[config.mk]
export PLATFORM = sky130hd
export DESIGN_NAME = ibex_branch_predict_static
export DESIGN_NICKNAME = d
export VERILOG_FILES = /design/src/rtl/ibex_branch_predict_pkg.sv /design/src/rtl/ibex_branch_predict_static.sv
export SDC_FILE = /design/constraint.sdc
export NUM_CORES = 1
export LEC_CHECK = 0
export ABC_AREA = 1
export CORE_MARGIN = 2
export CORE_UTILIZATION = 50
export DETAILED_ROUTE_END_ITERATION = 16
export PLACE_DENSITY = 0.9
export SLEW_MARGIN = 40
export SYNTH_ARGS = -nofsm -noshare
export SYNTH_HDL_FRONTEND = slang
export SYNTH_SLANG_ARGS = --single-unit
[constraint.sdc]
create_clock -name vclk -period 7.1
set_clock_uncertainty 0.2 [all_clocks]
set_input_delay 1.42 -clock vclk [all_inputs]
set_output_delay 1.42 -clock vclk [all_outputs]
set_load 0.02 [all_outputs]
[src/rtl/ibex_branch_predict_pkg.sv]
// ============================================================================
// Module      : ibex_branch_predict_pkg
// Description : Opcode and funct3 constants for the static branch predictor.
// Revision    : 1.0 - initial release
// ============================================================================
`default_nettype none

package ibex_branch_predict_pkg;

  localparam logic [6:0] OPC_JAL    = 7'h6F;
  localparam logic [6:0] OPC_BRANCH = 7'h63;

  localparam logic [1:0] C_QUADRANT1 = 2'b01;

  localparam logic [2:0] C_F3_J    = 3'b101;
  localparam logic [2:0] C_F3_JAL  = 3'b001;
  localparam logic [2:0] C_F3_BEQZ = 3'b110;
  localparam logic [2:0] C_F3_BNEZ = 3'b111;

endpackage

`default_nettype wire

[src/rtl/ibex_branch_predict_static.sv]
// ============================================================================
// Module      : ibex_branch_predict_static
// Description : Combinational static predictor: jumps taken, backward branches
//               taken. Compressed decode is enabled by BRANCH_PREDICT_RVC_EN.
// Revision    : 1.0 - initial release
// ============================================================================
`default_nettype none

module ibex_branch_predict_static
  import ibex_branch_predict_pkg::*;
(
  input  logic        clk_i,
  input  logic        rst_ni,
  input  logic [31:0] fetch_rdata_i,
  input  logic [31:0] fetch_pc_i,
  input  logic        fetch_valid_i,
  output logic        predict_branch_taken_o,
  output logic [31:0] predict_branch_pc_o
);

  logic [31:0] w_instr;
  logic [31:0] w_imm_j;
  logic [31:0] w_imm_b;
  logic [31:0] w_imm_cj;
  logic [31:0] w_imm_cb;
  logic [31:0] w_imm;
  logic        w_instr_j;
  logic        w_instr_b;
  logic        w_instr_cj;
  logic        w_instr_cb;
  logic        w_b_taken;

  // Clock and reset exist only for interface uniformity; the predictor is stateless.
  logic        w_unused_clk_rst;
  assign w_unused_clk_rst = clk_i ^ rst_ni;

  assign w_instr = fetch_rdata_i;

  assign w_instr_j = (w_instr[6:0] == OPC_JAL);
  assign w_instr_b = (w_instr[6:0] == OPC_BRANCH);

  assign w_imm_j = {{11{w_instr[31]}}, w_instr[31], w_instr[19:12], w_instr[20],
                    w_instr[30:21], 1'b0};
  assign w_imm_b = {{19{w_instr[31]}}, w_instr[31], w_instr[7], w_instr[30:25],
                    w_instr[11:8], 1'b0};

`ifdef BRANCH_PREDICT_RVC_EN
  assign w_instr_cj = (w_instr[1:0] == C_QUADRANT1) &&
                      ((w_instr[15:13] == C_F3_J) || (w_instr[15:13] == C_F3_JAL));
  assign w_instr_cb = (w_instr[1:0] == C_QUADRANT1) &&
                      ((w_instr[15:13] == C_F3_BEQZ) || (w_instr[15:13] == C_F3_BNEZ));

  assign w_imm_cj = {{20{w_instr[12]}}, w_instr[12], w_instr[8], w_instr[10:9],
                     w_instr[6], w_instr[7], w_instr[2], w_instr[11],
                     w_instr[5:3], 1'b0};
  assign w_imm_cb = {{23{w_instr[12]}}, w_instr[12], w_instr[6:5], w_instr[2],
                     w_instr[11:10], w_instr[4:3], 1'b0};
`else
  assign w_instr_cj = 1'b0;
  assign w_instr_cb = 1'b0;
  assign w_imm_cj   = 32'h0;
  assign w_imm_cb   = 32'h0;
`endif

  always_comb begin
    w_imm = 32'h0;
    if (w_instr_j) begin
      w_imm = w_imm_j;
    end else if (w_instr_b) begin
      w_imm = w_imm_b;
    end else if (w_instr_cj) begin
      w_imm = w_imm_cj;
    end else if (w_instr_cb) begin
      w_imm = w_imm_cb;
    end
  end

  // Backward conditional branches are predicted taken (loop heuristic).
  assign w_b_taken = (w_instr_b & w_imm_b[31]) | (w_instr_cb & w_imm_cb[31]);

  assign predict_branch_taken_o = fetch_valid_i & (w_instr_j | w_instr_cj | w_b_taken);
  assign predict_branch_pc_o    = fetch_pc_i + w_imm;

endmodule

`default_nettype wire

==> out/qor.csv <==
stage,metric,value,unit
timing,fmax,152,MHz
critical_path,WP data arrival,4.97,ns
global_routing,vias in the first global route,3054,
placement,port buffer count,96,
synth,area fraction of the dominant cell type after synthesis,32.8,%
pwr,Power Density,38.6,nW/µm²
critical_path,"Slowest-stage cell, CP",clkdlybuf4s50_1,
placement,Placed Instances,704,
critical_path,CP endpoint kind,primary output,
synth,register area share after synthesis,0,%
timing,RSZ-0062 raised after global routing,no,
clock_tree,hold buffer count at cts,0,
timing,fin. max-slew vios,0,
final_layout,Non-Filler Instances,704,
placement,routability cong.,0.964,
critical_path,WP data required,5.48,ns
critical_path,crit-path max cell delay,0.60,ns
final_layout,FF+latch count,0,
clock_tree,post-CTS sizing,0,
outcome,status,"finished, final reports clean",
route,vias per cell,4.87,
timing,fin crit period,6.59,ns
floorplan,Core ar.,5040,µm²
final_layout,FILL cells,485,
timing,Max transition margin,75.3,%
route,Avg WL per Cell,10.9,µm
route,Iteration-0 DRC Markers,202,
final_layout,nets,734,
hold_path,worst hold path class,input port to primary output,
pwr,Peak VDD IR,0.0000303,V
critical_path,critical path launch point type,input port,
floorplan,DIE HEIGHT,75.7,µm
floorplan,num ports,100,
placement,HPWL Detailed,6870,µm
global_routing,gr usage total,27.1,%
floorplan,Initial Util,51.0,%
route,post-route ant nets,0,
clock_tree,# Post-CTS Setup Buffers,0,
route,vias post-DR,3427,
synth,Synth area leaders,"nand2_1 (33%), inv_1 (17%), ha_1 (15%)",
synth,"Net Count, Synth",638,
global_routing,gr ovfl total,0,
timing,Worst-Margin Slew,0.370,ns
flow_run,max-cap violations,0,
global_routing,largest net degree at the start of global routing,18,
floorplan,Core Rows,26,
floorplan,DIE WIDTH,75.7,µm
critical_path,Crit Path Max Fanout,17,
global_routing,initial antenna violation count,0,
critical_path,CP cell instances,clkdlybuf4s50_1 -> nand2_1 -> nor2_2 -> nand2_2 -> nand2_1 -> inv_2 -> a21oi_1 -> ha_1 -> inv_1 -> fa_1 -> inv_1 -> nand3_1 -> nand3_1 -> nand2_1 -> nand2_1 -> nand2_1 -> nand3_1 -> nand2_1 -> nand2_1 -> clkdlybuf4s50_1,
hold_path,Hold Path Stages,0,
final_layout,area grow syn2layout,40.3,%
final_layout,share of cells above drive strength 1,4.26,%
route,DRT Wirelength,7700,µm
synth,Yosys top cell by area,nand2_1,
critical_path,most frequent CP cell,nand2_1,
final_layout,storage element area,0,µm²
synth,Cell variety after synth,24,
synth,"count leader, synth",nand2_1,
timing,Final period util,92.8,%
synth,Syn Inst Count,540,
synth,synthesized cell area,2570,µm²
critical_path,Crit Path Class,input port to primary output,
final_layout,CLK BUF,0,
timing,"Hold Violations, Final",0,
route,DRC,0,
floorplan,die area,5740,µm²
timing,Final TNS setup,0,ns
global_routing,first-pass GRT wire length,12400,µm
pwr,Leakage,2.32,nW
synth,syn_area_per_cell,4.76,µm²
synth,Synth warnings,0,
final_layout,Multi-input gate area,2110,µm²
synth,synth cell count leaders,"nand2_1 (225), inv_1 (117), nor2_1 (61)",
timing,final setup violating endpoints,0,
final_layout,ANT cells,0,
route,Pre-antenna DRT Iters,5,
[area by class of cell]
| class | instances | share of cell area (%) |
|---|---|---|
| Timing Repair Buffer | 96 | 26.6 |
| Multi-Input combinational cell | 418 | 58.5 |
| Inverter | 120 | 12.5 |
| Tap cell | 70 | 2.43 |
[kinds of logic after synthesis]
kind of cell               Yosys count  synth area share, %
xor gates and xnor gates            14                 4.77
AOI/OAI and AO/OA                   31                 6.81
adders and majority gates           31                 15.4
and+or+nand+nor                    342                 55.1
buffers and inverters              122                 18.0
[worst paths after layout]
kind	start	to	slack, ns
hold / removal	fetch_pc_i[0]	predict_branch_pc_o[0]	2.64
setup / recovery	fetch_rdata_i[6]	predict_branch_pc_o[25]	0.51
[critical path: cells and delay by family]
family / cells / cell delay (ns)
adders and majority gates: 2 / 0.67
buffers and inverters: 5 / 1.39
and+or+nand+nor: 12 / 1.37
AOI/OAI and AO/OA: 1 / 0.14
[report_power, final]
part	switching, mW	internal (mW)
clock	0	0
combinational	0.0682	0.0711
sequential	0	0
[cells in the final DEF, fill, tap and decap left out, drive strengths merged, types with 5 or more instances in the layout]
cell type,Yosys,final
nand4,5,5
nor2,65,65
ha,30,30
nand2,236,236
inv,120,120
xor2,13,13
nand3,30,30
nor3,5,5
clkdlybuf4s50,0,96
a21oi,25,25
[stage by stage]
stage	utilization, %	instance area, µm²	setup WS (ns)	total power, mW	hold WS, ns
floorplan	-	2570	1.99	0.0673	2.75
global placement	71.6	3610	0.628	0.136	2.64
detailed placement	71.6	3610	0.521	0.138	2.64
CTS	71.6	3610	0.516	0.139	2.64
global route	71.6	3610	0.222	0.152	2.64
finish	71.6	3610	0.510	0.139	2.64
[routing by layer]
metal / part of all wire, % / GRT usage [%] / wire (µm)
met1: 46 / 35.6 / 3530
met2: 48 / 50.0 / 3660
met3: 5.2 / 0.794 / 401
met4: 1.4 / 4.29 / 108
met5: 0 / 0 / 0
Power figures use the tool's default switching activity.
